--- src/rtl/apb_timer_pkg.sv ---
// ----------------------------------------------------------------------------
// apb_timer_pkg
// Shared definitions for the APB timer peripheral: register offsets, CTRL and
// STATUS bit positions, the packed CTRL register type and a byte-lane merge
// helper used wherever a PSTRB-qualified write updates a 32-bit register.
// No ports (package).
// ----------------------------------------------------------------------------
package apb_timer_pkg;

    // Register offsets within the peripheral window
    localparam logic [3:0] OFF_CTRL   = 4'h0;
    localparam logic [3:0] OFF_LOAD   = 4'h4;
    localparam logic [3:0] OFF_COUNT  = 4'h8;
    localparam logic [3:0] OFF_STATUS = 4'hC;

    // CTRL / STATUS bit positions as seen on the bus
    localparam int CTRL_EN_BIT    = 0;
    localparam int CTRL_AR_BIT    = 1;
    localparam int CTRL_IRQ_BIT   = 2;
    localparam int CTRL_PS_LSB    = 8;
    localparam int STATUS_EXP_BIT = 0;

    typedef struct packed {
        logic [7:0] prescale;
        logic       irqEn;
        logic       autoReload;
        logic       en;
    } ctrl_t;

    // Replace only the byte lanes whose strobe is set
    function automatic logic [31:0] mergeBytes(input logic [31:0] oldVal,
                                               input logic [31:0] newVal,
                                               input logic [3:0]  strb);
        logic [31:0] res;
        res = oldVal;
        for (int b = 0; b < 4; b++) begin
            if (strb[b]) begin
                res[8*b +: 8] = newVal[8*b +: 8];
            end
        end
        return res;
    endfunction

    // Bus view of CTRL; unimplemented bits read as zero
    function automatic logic [31:0] ctrlToWord(input ctrl_t c);
        logic [31:0] w;
        w                    = '0;
        w[CTRL_EN_BIT]       = c.en;
        w[CTRL_AR_BIT]       = c.autoReload;
        w[CTRL_IRQ_BIT]      = c.irqEn;
        w[CTRL_PS_LSB +: 8]  = c.prescale;
        return w;
    endfunction

endpackage

--- src/rtl/apb_timer_core.sv ---
// ----------------------------------------------------------------------------
// apb_timer_core
// Prescaler, 32-bit down-counter and sticky EXPIRED flag of the APB timer.
// Ports:
//   clk_i, rst_ni        clock, synchronous active-low reset
//   en_i, autoReload_i   current CTRL.EN / CTRL.AUTO_RELOAD
//   prescale_i           current CTRL.PRESCALE
//   load_i               current LOAD register (reload source)
//   loadStrb_i           byte lanes of a LOAD write committing this cycle
//   loadWdata_i          write data for that LOAD write
//   enRise_i             CTRL write is turning EN on this cycle
//   expiredClr_i         W1C of STATUS.EXPIRED this cycle
//   count_o              current COUNT
//   expired_o            sticky EXPIRED flag
//   enClr_o              one-shot expiry: CTRL.EN must clear this cycle
// ----------------------------------------------------------------------------
module apb_timer_core
    import apb_timer_pkg::*;
(
    input  logic        clk_i,
    input  logic        rst_ni,
    input  logic        en_i,
    input  logic        autoReload_i,
    input  logic [7:0]  prescale_i,
    input  logic [31:0] load_i,
    input  logic [3:0]  loadStrb_i,
    input  logic [31:0] loadWdata_i,
    input  logic        enRise_i,
    input  logic        expiredClr_i,
    output logic [31:0] count_o,
    output logic        expired_o,
    output logic        enClr_o
);

    logic [7:0]  pre_q, pre_d;
    logic [31:0] count_q, count_d;
    logic        expired_q, expired_d;
    logic        tick;
    logic        hitZero;

    assign tick    = en_i && (pre_q == prescale_i);
    assign hitZero = tick && (count_q == 32'd0);

    always_comb begin
        pre_d     = pre_q;
        count_d   = count_q;
        expired_d = expired_q;
        enClr_o   = 1'b0;

        // A fresh enable always starts a full prescale period
        if (enRise_i) begin
            pre_d = 8'd0;
        end else if (en_i) begin
            pre_d = tick ? 8'd0 : pre_q + 8'd1;
        end

        if (tick) begin
            if (count_q != 32'd0) begin
                count_d = count_q - 32'd1;
            end else if (autoReload_i) begin
                count_d = load_i;
            end else begin
                enClr_o = 1'b1;
            end
        end else if (!en_i) begin
            // While stopped, LOAD writes are mirrored into COUNT
            count_d = mergeBytes(count_q, loadWdata_i, loadStrb_i);
        end

        // Hardware set wins over a same-cycle software clear
        if (expiredClr_i) begin
            expired_d = 1'b0;
        end
        if (hitZero) begin
            expired_d = 1'b1;
        end
    end

    always_ff @(posedge clk_i) begin
        if (!rst_ni) begin
            pre_q     <= 8'd0;
            count_q   <= 32'd0;
            expired_q <= 1'b0;
        end else begin
            pre_q     <= pre_d;
            count_q   <= count_d;
            expired_q <= expired_d;
        end
    end

    assign count_o   = count_q;
    assign expired_o = expired_q;

endmodule

--- src/rtl/apb_timer.sv ---
// ----------------------------------------------------------------------------
// apb_timer
// APB3/4 slave wrapping a 32-bit prescaled down-counter timer. Handles the
// APB handshake with WAIT_CYCLES access-phase wait states, register decode,
// the CTRL/LOAD register file, the read mux and the level interrupt.
// Ports:
//   APB_clk, APB_rst_n   clock, synchronous active-low reset
//   PSEL, PENABLE        APB select / access phase
//   PADDR, PWRITE        byte address, write flag
//   PWDATA, PSTRB        write data and byte enables
//   PPROT                protection attributes (not used)
//   prdata, pready       read data, transfer complete (registered)
//   pslverr              transfer error, valid with pready
//   irq                  registered EXPIRED & IRQ_EN
// ----------------------------------------------------------------------------
module apb_timer
    import apb_timer_pkg::*;
#(
    parameter int DATASIZE    = 32,
    parameter int ADDRSIZE    = 32,
    parameter int WAIT_CYCLES = 0
) (
    input  logic                    APB_clk,
    input  logic                    APB_rst_n,
    input  logic                    PSEL,
    input  logic                    PENABLE,
    input  logic [ADDRSIZE-1:0]     PADDR,
    input  logic                    PWRITE,
    input  logic [DATASIZE-1:0]     PWDATA,
    input  logic [DATASIZE/8-1:0]   PSTRB,
    input  logic [2:0]              PPROT,
    output logic [DATASIZE-1:0]     prdata,
    output logic                    pready,
    output logic                    pslverr,
    output logic                    irq
);

    localparam logic [2:0] WAIT_LAST = 3'(WAIT_CYCLES - 1);

    logic        pready_q, pready_d;
    logic        pslverr_q, pslverr_d;
    logic [31:0] prdata_q, prdata_d;
    logic [2:0]  waitCnt_q, waitCnt_d;
    ctrl_t       ctrl_q, ctrl_d;
    logic [31:0] load_q, load_d;
    logic        irq_q;

    logic [3:0]  offset;
    logic        accessErr;
    logic [31:0] readData;
    logic        writeCommit;
    logic        ctrlWr, loadWr, statusWr;
    logic        enRise, enClr, expiredClr;
    logic [31:0] count;
    logic        expired;
    logic        unusedPprot;

    assign unusedPprot = ^PPROT;

    // The bridge presents a peripheral-relative address, so anything above
    // the four-register window (upper bits set) is an error.
    assign offset    = PADDR[3:0];
    assign accessErr = (offset[1:0] != 2'b00) || (PADDR[ADDRSIZE-1:4] != '0) ||
                       (PWRITE && (offset == OFF_COUNT));

    always_comb begin
        readData = 32'd0;
        case (offset)
            OFF_CTRL:   readData = ctrlToWord(ctrl_q);
            OFF_LOAD:   readData = load_q;
            OFF_COUNT:  readData = count;
            OFF_STATUS: readData[STATUS_EXP_BIT] = expired;
            default:    readData = 32'd0;
        endcase
    end

    // Handshake: pready is raised one edge ahead so it is high in the access
    // cycle after WAIT_CYCLES low ones; read data and error are captured on
    // that same edge so they are valid throughout the pready cycle.
    always_comb begin
        pready_d  = 1'b0;
        waitCnt_d = waitCnt_q;
        if (!PSEL) begin
            waitCnt_d = 3'd0;
        end else if (!PENABLE) begin
            waitCnt_d = 3'd0;
            pready_d  = (WAIT_CYCLES == 0);
        end else if (pready_q) begin
            waitCnt_d = 3'd0;
        end else if ((WAIT_CYCLES == 0) || (waitCnt_q == WAIT_LAST)) begin
            pready_d = 1'b1;
        end else begin
            waitCnt_d = waitCnt_q + 3'd1;
        end

        prdata_d  = 32'd0;
        pslverr_d = 1'b0;
        if (pready_d) begin
            pslverr_d = accessErr;
            if (!PWRITE && !accessErr) begin
                prdata_d = readData;
            end
        end
    end

    // Writes commit at the end of the pready cycle, using the error decision
    // already presented to the bridge.
    assign writeCommit = PSEL && PENABLE && pready_q && PWRITE && !pslverr_q;
    assign ctrlWr      = writeCommit && (offset == OFF_CTRL);
    assign loadWr      = writeCommit && (offset == OFF_LOAD);
    assign statusWr    = writeCommit && (offset == OFF_STATUS);
    assign expiredClr  = statusWr && PSTRB[0] && PWDATA[STATUS_EXP_BIT];

    // A one-shot expiry clearing EN overrides any same-cycle software value
    always_comb begin
        ctrl_d = ctrl_q;
        if (ctrlWr) begin
            if (PSTRB[0]) begin
                ctrl_d.en         = PWDATA[CTRL_EN_BIT];
                ctrl_d.autoReload = PWDATA[CTRL_AR_BIT];
                ctrl_d.irqEn      = PWDATA[CTRL_IRQ_BIT];
            end
            if (PSTRB[1]) begin
                ctrl_d.prescale = PWDATA[CTRL_PS_LSB +: 8];
            end
        end
        if (enClr) begin
            ctrl_d.en = 1'b0;
        end
    end

    assign enRise = ctrlWr && !ctrl_q.en && ctrl_d.en;
    assign load_d = loadWr ? mergeBytes(load_q, PWDATA, PSTRB) : load_q;

    always_ff @(posedge APB_clk) begin
        if (!APB_rst_n) begin
            pready_q  <= 1'b0;
            pslverr_q <= 1'b0;
            prdata_q  <= 32'd0;
            waitCnt_q <= 3'd0;
            ctrl_q    <= '0;
            load_q    <= 32'd0;
            irq_q     <= 1'b0;
        end else begin
            pready_q  <= pready_d;
            pslverr_q <= pslverr_d;
            prdata_q  <= prdata_d;
            waitCnt_q <= waitCnt_d;
            ctrl_q    <= ctrl_d;
            load_q    <= load_d;
            irq_q     <= expired && ctrl_q.irqEn;
        end
    end

    apb_timer_core u_core (
        .clk_i        (APB_clk),
        .rst_ni       (APB_rst_n),
        .en_i         (ctrl_q.en),
        .autoReload_i (ctrl_q.autoReload),
        .prescale_i   (ctrl_q.prescale),
        .load_i       (load_q),
        .loadStrb_i   (loadWr ? PSTRB : 4'b0000),
        .loadWdata_i  (PWDATA),
        .enRise_i     (enRise),
        .expiredClr_i (expiredClr),
        .count_o      (count),
        .expired_o    (expired),
        .enClr_o      (enClr)
    );

    assign prdata  = prdata_q;
    assign pready  = pready_q;
    assign pslverr = pslverr_q;
    assign irq     = irq_q;

endmodule
--- config.mk ---
export PLATFORM = sky130hd
export DESIGN_NAME = apb_timer
export DESIGN_NICKNAME = d
export VERILOG_FILES = /design/src/rtl/apb_timer_pkg.sv /design/src/rtl/apb_timer_core.sv /design/src/rtl/apb_timer.sv
export SDC_FILE = /design/constraint.sdc
export NUM_CORES = 1
export LEC_CHECK = 0
export BUFFER_PORTS_ARGS = -buffer_cell sky130_fd_sc_hd__buf_4
export CAP_MARGIN = 10
export CORE_MARGIN = 2
export CORE_UTILIZATION = 50
export CTS_CLUSTER_SIZE = 40
export DETAILED_ROUTE_END_ITERATION = 7
export PLACE_DENSITY = 0.76
export SETUP_SLACK_MARGIN = 0.15
export SYNTH_ARGS = -nofsm -noshare
export SYNTH_HDL_FRONTEND = slang
export SYNTH_SLANG_ARGS = --single-unit
--- constraint.sdc ---
create_clock -name APB_clk -period 2.8 [get_ports APB_clk]
set_input_delay 0.56 -clock APB_clk [delete_from_list [all_inputs] [get_ports APB_clk]]
set_output_delay 0.56 -clock APB_clk [all_outputs]
set_load 0.01 [all_outputs]
==> metrics.csv <==
metric,value,unit
status,completed,
peakVddDrop,0.0004842,V
ant_nets,0,
yosysWarningCount,0,
grt_usage,28.55,%
rows,39,
root_buffer,clkbuf_16,
holdCritPathClass,primary input to flip-flop,
dp_cells,967,
postCtsSetupRepairBufs,0,
ys_ff_latch,119,
vias_per_cell,6.176,
wire_per_inst,18.36,um
fin_cells,999,
die_area,12710,um^2
drive_gt1_share,22.43,%
synth_fp_nets,815,
synth_compound_area_share,20.88,%
drv_cap,0,
synth_area_per_cell,8.034,um^2
yosys.area.top_type_share,40.29,%
clk_latency,0.43,ns
synthArstFlopShare,0,%
crit_buf_inv,1,
place_area,6917,um^2
worst_pin_slew,0.7888,ns
maxSlewHeadroom,47.41,%
clock_path_buffers,2,
synth_cells,736,
synth_simple_gate_area_share,24.90,%
grt_pass1_wl,29.24,mm
slowest_stage,or4_4,
yosys.area.top_type,dfxtp_1,
wirelength,18.34,mm
antenna_found_initial,0,
ctsHoldBuffers,0,
crit_type,flip-flop to flip-flop,
required,3.06,ns
fmax,0.3864,GHz
h-tree-depth,4,
p_leak,3.090,nW
synthFlopType,dfxtp_1,
io_buffer_count,107,
syn_area,5913,um^2
worst-path-max-fanout,22,
skew,0.004642,ns
num_antenna_cells,0,
synthTopCellsByCount,"dfxtp_1 (119), nor2_1 (100), nand2_1 (83)",
ys_seq_area_share,40.29,%
die_w,112.8,um
routabilityCongestion,0.9324,
first_pass_iters,6,
synth_top_family_by_area,simple AND/OR/NAND/NOR gates,
synthAdderAreaFrac,0.6348,%
drc_errors,0,
finalCriticalPeriod,2.588,ns
drtIter0Drc,714,
hold_viol,0,
finalInstanceArea,7587,um^2
grt_max_degree,52,
critical_path.max_stage_delay,0.62,ns
period_share,92.42,%
end_kind,flip-flop,
power.density,538.3,nW/um^2
synth_xor_xnor_area_share,4.888,%
cts.sinks,119,
startpoint_type,flip-flop,
yosysUniqueCellTypes,59,
tns,0,ns
drv_slew,0,
design.core.area,11470,um^2
grt_setup_unrepaired,false,
finalSetupViolCount,0,
dpl.hpwl,12.28,mm
crit_arrival,2.85,ns
path_cells,"or4_4, or3_1, or3_4, buf_6, o211ai_1, a31oi_1",
areaGrowthSynthToFinish,28.31,%
via_count,6170,
crit_family,simple AND/OR/NAND/NOR gates,
synth-edff-count,0,
nNetsFinal,922,
cts_tree,yes,
grt_pass1_vias,5939,
synth.area.top_cells,"dfxtp_1 (40%), nor2_1 (6.3%), a21oi_1 (5.6%)",
io_pins,111,
numCtsBuffers,17,
clk_pin_slew,0.05,ns
synthMuxAreaShare,3.766,%
yosys.cell_count.top_type,dfxtp_1,
timing.hold.ws,0.3533,ns
die_height,112.8,um
initial_core_util,51.57,%
overflow,0,
[flip-flops by register name, indices dropped and copies added, names as in the netlist]
| name | cells |
|---|---|
| ctrl_q | 11 |
| irq | 1 |
| load_q | 32 |
| prdata | 32 |
| pready | 1 |
| pslverr | 1 |
| u_core.count_o | 32 |
| u_core.expired_o | 1 |
| u_core.pre_q | 8 |
[where the power goes]
group | internal, mW | total, mW | switching [mW]
registers | 1.70 | 1.70 | 0.00238
clock network | 1.39 | 2.16 | 0.771
logic | 0.102 | 0.222 | 0.120
total | 3.19 | 4.08 | 0.894
[timing repair]
item / in CTS / in global routing
pin swaps: 0 / 1
setup endpoints to repair: 23 / 29
endpoints found under the hold margin: 0 / 0
gates resized for setup: 4 / 11
[logic make-up (layout without fill, tap and decap cells)]
group           count (synthesis)  after routing
compound gates                190            190
mux                            21             21
fa+ha+maj                       3              3
buf+inv                        58            178
flops                         119            119
simple gates                  312            312
xor+xnor                       33             33
[metrics by stage]
step	power, mW	setup WS [ns]	utilization [%]
floorplan	1.825	0.1758	-
global placement	1.943	0.09132	60.32
detailed placement	1.948	0.006895	60.32
CTS	4.086	0.1712	65.62
global route	4.183	0.1501	66.16
finish	4.084	0.2123	66.16
[layout make-up]
type / instances / area [um^2]
Sequential cell: 119 / 2382
Clock inverter: 9 / 97.59
Tap cell: 143 / 178.9
Timing Repair Buffer: 142 / 1074
Inverter: 4 / 15.01
Fill cell: 965 / 3880
Multi-Input combinational cell: 559 / 3352
Clock buffer: 23 / 488.0
[metal layers]
metal	track usage, %	routed length, um
met1	35.71	7532
met2	46.71	8762
met3	6.856	1573
met4	13.17	473
met5	0	0
[placed cells by master (no fill, tap or decap), types with 3 or more instances in the layout]
| cell type | count |
|---|---|
| nor3_1 | 18 |
| nand2_1 | 83 |
| nor2_1 | 100 |
| a21oi_1 | 65 |
| o311a_1 | 5 |
| o31a_1 | 3 |
| mux2i_1 | 20 |
| or3_1 | 4 |
| a211oi_1 | 4 |
| o211ai_1 | 10 |
| a22oi_1 | 22 |
| nand4_1 | 6 |
| xor2_1 | 16 |
| clkbuf_8 | 4 |
| nor4b_2 | 3 |
| buf_4 | 140 |
| dfxtp_1 | 119 |
| xnor2_1 | 17 |
| a31oi_1 | 15 |
| inv_1 | 3 |
| o21ai_0 | 27 |
| clkbuf_16 | 17 |
| and3_1 | 3 |
| nand2b_1 | 5 |
| clkinv_2 | 6 |
| or4_1 | 7 |
| nor2b_1 | 3 |
| ha_1 | 3 |
| nand3_1 | 40 |
| nor4_1 | 21 |
| a211o_1 | 12 |
| o31ai_1 | 4 |
| a2bb2oi_1 | 3 |
[path summary, 6_finish.rpt]
path / start / endpoint / slack, ns / cells past startpoint
worst max-delay path: u_core.count_o[4]$_SDFFE_PN0P_ / u_core.count_o[8]$_SDFFE_PN0P_ / 0.21 / 6
worst min-delay path: PENABLE / pready$_SDFF_PN0_ / 0.35 / 2
worst max register to register: u_core.count_o[4]$_SDFFE_PN0P_ / u_core.count_o[8]$_SDFFE_PN0P_ / 0.21 / 6
worst min register to register: load_q[0]$_SDFFE_PN0P_ / load_q[0]$_SDFFE_PN0P_ / 0.47 / 2
Power figures use the tool's default switching activity.
